[config.mk]
export PLATFORM = sky130hd
export DESIGN_NAME = ctrl_encoder_loader
export DESIGN_NICKNAME = d
export VERILOG_FILES = /design/src/rtl/ctrl_encoder_loader.sv
export SDC_FILE = /design/constraint.sdc
export NUM_CORES = 1
export LEC_CHECK = 0
export BUFFER_PORTS_ARGS = -buffer_cell sky130_fd_sc_hd__buf_2
export CORE_MARGIN = 2
export CORE_UTILIZATION = 42
export CTS_CLUSTER_SIZE = 16
export DETAILED_ROUTE_END_ITERATION = 8
export PLACE_DENSITY_LB_ADDON = 0.08
export SLEW_MARGIN = 10
export SYNTH_ARGS = -nofsm -noshare
export SYNTH_HDL_FRONTEND = slang
export SYNTH_SLANG_ARGS = --single-unit
[constraint.sdc]
create_clock -name clk -period 3.3 [get_ports clk]
set_input_delay 0.495 -clock clk [delete_from_list [all_inputs] [get_ports clk]]
set_output_delay 0.495 -clock clk [all_outputs]
set_load 0.02 [all_outputs]
[src/rtl/ctrl_encoder_loader.sv]
// ctrl_encoder_loader: encodes control-intent vectors plus operand fields into
// 16-bit instruction words and streams them into instruction memory.
// Optional feature macro: CHECKSUM_EN (running XOR of every word written).
module ctrl_encoder_loader #(
    parameter int ADDR_W = 5,
    parameter int DATA_W = 16
) (
    input  logic              clk,
    input  logic              reset,
    input  logic              start,
    input  logic              in_valid,
    output logic              in_ready,
    input  logic [6:0]        in_ctrl,
    input  logic [2:0]        in_ra,
    input  logic [2:0]        in_rb,
    input  logic [6:0]        in_imm,
    output logic              imem_we,
    output logic [ADDR_W-1:0] imem_addr,
    output logic [DATA_W-1:0] imem_wdata,
    output logic              busy,
    output logic              done,
    output logic              err,
    output logic [ADDR_W:0]   count,
    output logic [15:0]       checksum
);

    typedef enum logic [1:0] {IDLE, LOAD, DONE, ERROR} state_t;

    typedef struct packed {
        logic [2:0] op;
        logic [2:0] ra;
        logic [2:0] rb;
        logic [6:0] imm;
    } instr_t;

    localparam logic [ADDR_W-1:0] PTR_ONE = ADDR_W'(1);
    localparam logic [ADDR_W-1:0] PTR_MAX = '1;
    localparam logic [ADDR_W:0]   CNT_ONE = (ADDR_W + 1)'(1);

    state_t              state_q, state_d;
    logic [ADDR_W-1:0]   ptr_q, ptr_d;
    logic [ADDR_W:0]     count_q, count_d;
    logic                we_q, we_d;
    logic [ADDR_W-1:0]   addr_q, addr_d;
    logic [DATA_W-1:0]   wdata_q, wdata_d;
    logic                done_q, done_d;
    logic                err_q, err_d;

    logic [2:0] op;
    logic       legal;
    logic       is_halt;
    instr_t     word;

    // Opcode encoder: only the exact control vectors below are legal
    always_comb begin
        op      = 3'b000;
        legal   = 1'b1;
        is_halt = 1'b0;
        case (in_ctrl)
            7'b0100000: op = 3'b000;   // store
            7'b1010000: op = 3'b001;   // load
            7'b1001000: op = 3'b010;   // add
            7'b0000110: op = 3'b101;   // beq
            7'b0000001: begin          // halt
                op      = 3'b111;
                is_halt = 1'b1;
            end
            default:    legal = 1'b0;
        endcase
        word = '{op: op, ra: in_ra, rb: in_rb, imm: in_imm};
    end

    // Session FSM: next state, write-port register inputs and status flags
    always_comb begin
        state_d = state_q;
        ptr_d   = ptr_q;
        count_d = count_q;
        we_d    = 1'b0;
        addr_d  = addr_q;
        wdata_d = wdata_q;
        done_d  = done_q;
        err_d   = err_q;
        case (state_q)
            LOAD: begin
                if (in_valid) begin
                    if (!legal) begin
                        state_d = ERROR;
                        err_d   = 1'b1;
                    end else begin
                        we_d    = 1'b1;
                        addr_d  = ptr_q;
                        wdata_d = DATA_W'(word);
                        count_d = count_q + CNT_ONE;
                        // pointer saturates at the last slot; it never wraps
                        if (ptr_q != PTR_MAX) ptr_d = ptr_q + PTR_ONE;
                        if (is_halt) begin
                            state_d = DONE;
                            done_d  = 1'b1;
                        end else if (ptr_q == PTR_MAX) begin
                            state_d = ERROR;
                            err_d   = 1'b1;
                        end
                    end
                end
            end
            default: begin
                // IDLE, DONE and ERROR all (re)start a session the same way
                if (start) begin
                    state_d = LOAD;
                    ptr_d   = '0;
                    count_d = '0;
                    done_d  = 1'b0;
                    err_d   = 1'b0;
                end
            end
        endcase
    end

    // State and output registers; reset drops any write registered this cycle
    always_ff @(posedge clk) begin
        if (reset) begin
            state_q <= IDLE;
            ptr_q   <= '0;
            count_q <= '0;
            we_q    <= 1'b0;
            addr_q  <= '0;
            wdata_q <= '0;
            done_q  <= 1'b0;
            err_q   <= 1'b0;
        end else begin
            state_q <= state_d;
            ptr_q   <= ptr_d;
            count_q <= count_d;
            we_q    <= we_d;
            addr_q  <= addr_d;
            wdata_q <= wdata_d;
            done_q  <= done_d;
            err_q   <= err_d;
        end
    end

    assign in_ready   = (state_q == LOAD);
    assign busy       = (state_q == LOAD);
    assign imem_we    = we_q;
    assign imem_addr  = addr_q;
    assign imem_wdata = wdata_q;
    assign done       = done_q;
    assign err        = err_q;
    assign count      = count_q;

`ifdef CHECKSUM_EN
    logic        sess_clr;
    logic [15:0] csum_q, csum_d;

    // Running XOR of written words, updated alongside the wdata register
    always_comb begin
        sess_clr = start && (state_q != LOAD);
        csum_d   = csum_q;
        if (sess_clr)  csum_d = '0;
        else if (we_d) csum_d = csum_q ^ word;
    end

    // Checksum register
    always_ff @(posedge clk) begin
        if (reset) csum_q <= '0;
        else       csum_q <= csum_d;
    end

    assign checksum = csum_q;
`else
    assign checksum = '0;
`endif

endmodule

==> flow_summary.yaml, run 1 <==
floorplan:
  ios: 72
  start_util_pct: 43.2
  num_rows: 24
  core_um2: 4290
  die_h_um: 70.5
  dieArea_um2: 4970
  die_w_um: 70.5
min_path:
  min_to: "imem_wdata[10]"
  hp-class: "input pin to flop"
  hold_depth: 3
  hp-start: "in_ra[0]"
cells_and_area:
  drive_gt1_share_pct: 32.1
  area_delta_synth_final_pct: 19.3
  diodes: 0
  final_nets: 278
  final_area_um2: 2220
  fin_util_pct: 51.6
sta:
  hold_viol_final: 0
  tightest_slew_ns: 0.586
  rsz0062_at_grt: "no"
  tns_ns: 0
  min_period_over_period_pct: 61.1
  drv_slew: 0
  finalHoldWorstSlack_ns: 0.438
  setup-violations-final: 0
  finClkSkew_ns: 0.00699
  max_slew_margin_pct: 61.0
  fmax_mhz: 496
  finalCriticalPeriod_ns: 2.02
logic_synthesis:
  synthCells: 196
  synth_area_per_cell_um2: 9.47
  yosysWarnings: 0
  synthFlopType: "dfxtp_1"
  yosysSeqAreaShare_pct: 39.9
  synth_edf_count: 0
  netlist.area_leader.share_pct: 39.9
  synth.ff_latch_count: 37
  synth.most_common_cell: "dfxtp_1"
  yosys.cell_types.count: 48
  syn-cell-area_um2: 1860
  yosysTopAreaCell: "dfxtp_1"
  synth_area_leaders: "dfxtp_1 (40%), mux2i_1 (9.7%), buf_4 (6.9%)"
  async_flop_share_pct: 0
  synth_common_cells: "dfxtp_1 (37), nor2_1 (31), mux2i_1 (18)"
placement:
  place_area_um2: 2100
  dp_hpwl_mm: 2.61
  port_buffers: 55
  place.gp.congestion: 0.741
worst_setup_path:
  critPathKind: "input pin to flop"
  arrival_ns: 2.20
  rr_startpoint: "ptr_q[0]"
  endpoint_kind: "flop"
  cp.required_ns: 3.48
  r2r_end: "ptr_q[0]"
  startpoint: "in_ctrl[0]"
  critical_path.max_fanout: 16
  rrSetupSlack_ns: 1.41
  cp-start-kind: "input pin"
  worstRegToRegCells: 6
power:
  vdd.ir_drop.worst_mv: 0.216
  p_per_area_nw_per_um2: 426
  p_leak_nw: 0.963
drt:
  routed_via_density: 4.88
  totalWireLength_mm: 3.61
  ant_nets: 0
  drtIter0Drc: 52
  first_pass_iters: 4
  wire_per_inst_um: 11.9
  vias: 1485
  route.detailed.drc: 0
cts:
  cts_hold_buf: 0
  numCtsBuffers: 5
  clkSinkCount: 37
  htreeDepth: 2
  post_cts_buffers: 0
  cts_resized: 0
  ctsLongestPathBuffers: 2
  clkTransAtPathRegs_ns: 0.08
  cts_tree: "yes"
  clock_latency_ns: 0.29
  cts-root-buf: "clkbuf_8"
run_status:
  outcome: "complete, no violations"
global_route:
  grt_max_degree: 34
  grt_pass1_vias: 1333
  grt-ovfl-total: 0
  antenna_found_initial: 0
  grt_pass1_wl_mm: 5.91
  grtUsageTotal_pct: 14.8
job:
  cap_violations: 0
[registers in the layout, summed over array words and instances, names as in the netlist]
signal      flops
err             1
imem_we         1
ptr_q           5
state_q         2
imem_wdata     16
imem_addr       5
count           6
done            1
[cell usage in the layout, fill, tap and decap left out, drive strengths merged, types with 3 or more instances in the layout]
master | synthesis | routed
a21o | 3 | 3
mux2i | 18 | 18
dfxtp | 37 | 37
nor3b | 3 | 3
clkbuf | 4 | 6
conb | 1 | 16
a211oi | 3 | 3
ha | 3 | 3
nand3 | 7 | 7
nand2 | 10 | 10
buf | 19 | 56
nor3 | 4 | 4
o21ai | 6 | 6
a21oi | 14 | 14
and4bb | 3 | 3
nor2 | 31 | 31
inv | 5 | 5
o31ai | 3 | 3
[through the flow]
stage | std cells | setup slack, ns | total power [mW]
2_1_floorplan | 211 | 1.52 | 0.530
3_3_place_gp | 296 | 0.978 | 0.543
3_5_place_dp | 296 | 0.944 | 0.543
4_1_cts | 304 | 1.26 | 0.955
5_1_grt | 304 | 1.14 | 0.983
6_report | 304 | 1.28 | 0.945
[power by group]
group	internal, mW	switching (mW)	total (mW)
registers	0.449	0.00211	0.451
logic	0.0253	0.0562	0.0815
clock network	0.246	0.166	0.412
total	0.720	0.225	0.945
[critical path: stages]
cell	delay, ns
buf_2	0.13
nor3_2	0.35
o31ai_4	0.20
a21oi_4	0.37
buf_4	0.33
nor2_1	0.07
mux2_2	0.26
[cell type report]
class                      count  area [um2]
clock buffer                   6        82.6
sequential                    37         741
clock inverter                 2        37.5
multi-input combinational    146         988
timing repair buffer          56         283
fill                         428        2080
inverter                       5        18.8
tap                           52        65.1
[layer usage]
metal	global-route usage, %	share of wire [%]
met4	5.13	0.80
met3	5.48	7.5
met1	18.9	47
met2	23.0	45
met5	0	0
[logic make-up (layout without fill, tap and decap cells)]
group           count (synthesis)  after routing  synth area share [%]
compound gates                 37             37                  15.6
xor+xnor                        1              1                 0.472
fa+ha+maj                       3              3                  2.02
buf+inv                        28             69                  9.90
flops                          37             37                  39.9
mux                            20             20                  11.1
other cells                     1             16                 0.202
simple gates                   69             69                  20.8
[worst max path at each step]
stage | to | cells after the start
final | count[0] | 7
after global routing | imem_wdata[9] | 7
after CTS | count[0] | 7
after detailed placement | count[0] | 7
after global placement | count[0] | 7
after floorplan | ptr_q[0] | 5
No activity file was read; power rests on OpenSTA's default activity.
==> run 2, diff against run 1 <==
==> constraint.sdc (replaced) <==
create_clock -name clk -period 1.6 [get_ports clk]
set_input_delay 0.24 -clock clk [delete_from_list [all_inputs] [get_ports clk]]
set_output_delay 0.24 -clock clk [all_outputs]
set_load 0.02 [all_outputs]
==> run 2 against run 1 <==
- sequential share of layout area is 3.4 points lower
- final area is 12% higher
- die area stayed put
- final cell count is 10% higher
- non-clock buffer count is 31 higher
- critical path depth is 1 higher
- worst hold slack worse by 0.26 ns
- global-route usage is 2.4 points higher
- via count is 10% higher
- largest power group unchanged
==> flow_summary.yaml, run 2 (same netlist as run 1, synthesis figures left out) <==
drt:
  first_pass_iters: 4
  wire_per_inst_um: 12.2
  route.detailed.drc: 0
  ant_nets: 0
  vias: 1633
  totalWireLength_mm: 4.08
  drtIter0Drc: 46
  routed_via_density: 4.87
cells_and_area:
  diodes: 0
  final_cell_mix: "buf_2 (55), dfxtp_1 (35), nor2_1 (31)"
  fill_cells: 406
  fin_util_pct: 57.5
  layoutNonFillerInstCount: 335
  drive_gt1_share_pct: 41.7
  final_area_um2: 2470
  area_delta_synth_final_pct: 33.1
  largest_register_ffs: 16
  final_common_cell: "buf_2"
  final_nets: 309
worst_setup_path:
  rrSetupSlack_ns: 0.04
  endpoint_kind: "flop"
  startpoint: "ptr_q[1]"
  slowest_delay_ns: 0.34
  rr_startpoint: "ptr_q[1]"
  critical_path.max_fanout: 4
  critPathKind: "flop to flop"
  critPathCapture: "ptr_q[2]"
  arrival_ns: 1.77
  cp-start-kind: "flop"
  slowest_stage: "dfxtp_2"
  worstRegToRegCells: 8
  cp.required_ns: 1.81
  r2r_end: "ptr_q[2]"
  cpMostUsedCell: "ha_4"
  path_cells: "ha_4 > and3_4 > ha_4 > a211oi_4 > buf_4 > buf_6 > o21ai_2 > o31ai_1"
sta:
  min_period_over_period_pct: 97.8
  finalHoldWorstSlack_ns: 0.181
  tns_ns: 0
  rsz0062_at_grt: "yes"
  drv_slew: 0
  fmax_mhz: 639
  setup-violations-final: 0
  finalCriticalPeriod_ns: 1.56
  setup_ws_ns: 0.0356
  hold_viol_final: 0
  finClkSkew_ns: 0.00412
floorplan:
  core_um2: 4290
  num_rows: 24
  die_h_um: 70.5
  die_w_um: 70.5
  start_util_pct: 43.2
  dieArea_um2: 4970
  ios: 72
min_path:
  hp-class: "input pin to flop"
  hp-start: "in_ra[1]"
cts:
  clkTransAtPathRegs_ns: 0.07
  clkSinkCount: 37
  numCtsBuffers: 5
  clock_latency_ns: 0.29
  htreeDepth: 2
  ctsLongestPathBuffers: 2
  cts_tree: "yes"
  cts-root-buf: "clkbuf_8"
placement:
  dp_hpwl_mm: 3.01
  place.gp.congestion: 0.774
  dp_cells: 323
  dp_slack_ns: -0.200
  place_area_um2: 2330
  port_buffers: 55
global_route:
  grtUsageTotal_pct: 17.2
  grt_pass1_wl_mm: 6.82
  grt_pass1_vias: 1540
  antenna_found_initial: 0
  grt-ovfl-total: 0
  grt_max_degree: 17
power:
  vdd.ir_drop.worst_mv: 0.485
  p_leak_nw: 1.10
  finalPower_mw: 1.77
  p_per_area_nw_per_um2: 716
job:
  cap_violations: 0
run_status:
  outcome: "complete, no violations"
[run 2: worst min-delay path by stage]
stage,endpoint,slack [ns],cells after the start
global placement,imem_wdata[13],0.46,2
CTS,imem_wdata[4],0.17,3
global route,imem_wdata[7],0.19,3
floorplan,imem_we,0.32,1
finish,imem_wdata[11],0.18,3
detailed placement,imem_wdata[13],0.46,2
[run 2: layout make-up]
cell class / count / area [um2] / share of cell area [%]
clock inverters: 1 / 7.51 / 0.304
repair buffers: 87 / 532 / 21.5
clock buffers: 7 / 76.3 / 3.09
well taps: 52 / 65.1 / 2.63
inverters: 5 / 18.8 / 0.759
flip-flops and latches: 37 / 743 / 30.1
multi-input cells: 146 / 1030 / 41.6
[run 2: power by group]
group / leakage [nW] / switching (mW) / internal [mW]
logic: 0.761 / 0.126 / 0.0794
clock network: 0.0385 / 0.327 / 0.308
registers: 0.299 / 0.00415 / 0.926
total: 1.10 / 0.456 / 1.31
[run 2: metal layers]
layer	up-vias	wire length, um	part of all wire, %	GRT usage (%)
met5	-	0	0	0
met4	0	58	1.4	6.41
met3	6	244	6.0	4.33
met2	48	1920	47	27.4
met1	754	1860	46	22.4
li1	825	-	-	-
[run 2: what timing repair did]
item | 4_1_cts | 5_1_grt
hold buffers | 0 | 0
pin swaps | 3 | 2
setup buffers | 3 | 1
gates resized for setup | 7 | 2
cloned | 0 | 0
setup endpoints to repair | 3 | 4
[run 2: critical path, delay by kind of cell, from the launching register on]
kind                       cells  cell delay (ns)
and+or+nand+nor                1             0.18
buffers and inverters          2             0.28
DFF                            1             0.34
AOI/OAI and AO/OA              3             0.34
adders and majority gates      2             0.33
==> run 3, diff against run 2 <==
--- a/config.mk
+++ b/config.mk
@@ -11,6 +11,7 @@
 export CTS_CLUSTER_SIZE = 16
 export DETAILED_ROUTE_END_ITERATION = 8
 export PLACE_DENSITY_LB_ADDON = 0.08
+export SETUP_SLACK_MARGIN = 0.05
 export SLEW_MARGIN = 10
 export SYNTH_ARGS = -nofsm -noshare
 export SYNTH_HDL_FRONTEND = slang
==> run 3 against run 2 <==
- sequential share of layout area about the same
- worst hold slack improved by 0.0040 ns
- combinational power about the same
- largest power group unchanged
- critical path type unchanged
- core utilization increased by 0.087 points
- highest routed layer unchanged
- first-iteration DRC count decreased by 46%
- fmax decreased by 1.1%
- critical endpoint is now ptr_q[3]
==> flow_summary.yaml, run 3 (same netlist as run 1, synthesis figures left out) <==
worst_setup_path:
  critical_path.max_fanout: 4
  cpMostUsedCell: "ha_4"
  slowest_stage: "or4_4"
  cp-start-kind: "flop"
  endpoint_kind: "flop"
  cp_top_family: "simple AND/OR/NAND/NOR gates"
  arrival_ns: 1.81
  cp.required_ns: 1.83
  critPathKind: "flop to flop"
  path_buf_inv: 0
  rrSetupSlack_ns: 0.02
  slowest_delay_ns: 0.51
  path_cells: "ha_4 > and3_4 > ha_4 > or4_4 > a21oi_2"
min_path:
  hp-class: "input pin to flop"
cells_and_area:
  final_cell_mix: "buf_2 (55), dfxtp_1 (35), nor2_1 (31)"
  drive_gt1_share_pct: 43.1
  diodes: 0
  final_area_um2: 2470
  final_common_cell: "buf_2"
  largest_register_ffs: 16
  area_delta_synth_final_pct: 33.3
  final_nets: 307
  fin_util_pct: 57.6
cts:
  cts-root-buf: "clkbuf_8"
  clkSinkCount: 37
  ctsLongestPathBuffers: 2
  cts_tree: "yes"
  numCtsBuffers: 5
  clkTransAtPathRegs_ns: 0.07
  htreeDepth: 2
  clock_latency_ns: 0.29
drt:
  ant_nets: 0
  route.detailed.drc: 0
  wire_per_inst_um: 12.4
  routed_via_density: 4.90
  first_pass_iters: 4
  drtIter0Drc: 25
  totalWireLength_mm: 4.13
  vias: 1633
global_route:
  antenna_found_initial: 0
  grt_pass1_vias: 1464
  grtUsageTotal_pct: 17.5
  grt-ovfl-total: 0
  grt_max_degree: 17
  grt_pass1_wl_mm: 6.84
power:
  vdd.ir_drop.worst_mv: 0.425
  p_per_area_nw_per_um2: 714
  p_leak_nw: 1.08
floorplan:
  die_w_um: 70.5
  die_h_um: 70.5
  ios: 72
  core_um2: 4290
  dieArea_um2: 4970
  num_rows: 24
  start_util_pct: 43.2
sta:
  drv_slew: 0
  finalHoldWorstSlack_ns: 0.185
  min_period_over_period_pct: 98.9
  rsz0062_at_grt: "yes"
  finalCriticalPeriod_ns: 1.58
  setup-violations-final: 0
  fmax_mhz: 632
  hold_viol_final: 0
  finClkSkew_ns: 0.00596
placement:
  place.gp.congestion: 0.756
  port_buffers: 55
  place_area_um2: 2310
  dp_hpwl_mm: 3.06
run_status:
  outcome: "complete, no violations"
job:
  cap_violations: 0
run 3: changes by cell type in the layout (fill, tap and decap cells not counted), sizes merged:
cell  previous run  this run
buf             87        85
run 3: worst min-delay path, stage by stage:
cell,delay (ns)
buf_2,0.07
mux2i_1,0.05
nor2_1,0.07
run 3: worst paths after layout:
kind	to	startpoint	cells after the start
hold reg to reg	imem_wdata[13]	imem_wdata[13]	2
setup / recovery	ptr_q[3]	ptr_q[0]	5
hold / removal	imem_wdata[5]	in_imm[5]	3
setup reg to reg	ptr_q[3]	ptr_q[0]	5
run 3: final cells by class:
| cell class | count | area [um2] |
|---|---|---|
| multi-input cells | 146 | 1040 |
| flip-flops and latches | 37 | 743 |
| repair buffers | 85 | 517 |
| well taps | 52 | 65.1 |
| clock buffers | 7 | 76.3 |
| fillers | 407 | 1820 |
| inverters | 5 | 21.3 |
| clock inverters | 1 | 7.51 |
run 3: repair_timing:
item | 4_1_cts | 5_1_grt
setup endpoints to repair | 4 | 27
buffers inserted | 4 | 1
resized for setup | 5 | 8
pin swaps | 5 | 3
hold buffers | 0 | 0
run 3: through the flow:
step           worst slack, ns  power (mW)  cells  TNS [ns]
2_1_floorplan           0.0497        1.10    211         0
3_3_place_gp            -0.150        1.15    320     -2.14
3_5_place_dp            -0.159        1.15    320     -2.42
4_1_cts                -0.0237        1.78    332   -0.0237
5_1_grt                -0.0608        1.85    333   -0.0608
6_report                0.0176        1.77    333         0
run 3: routing by layer:
metal / share of wire, % / vias up / global-route usage, %
met1: 46 / 754 / 22.9
met5: 0 / - / 0
met4: 1.3 / 0 / 5.98
met3: 6.8 / 5 / 4.91
met2: 45 / 54 / 27.7
li1: - / 820 / -
run 3: power by group:
part | switching, mW | internal, mW | leakage (nW)
registers | 0.00432 | 0.926 | 0.299
logic | 0.128 | 0.0768 | 0.747
clock network | 0.323 | 0.308 | 0.0385
total | 0.455 | 1.31 | 1.08
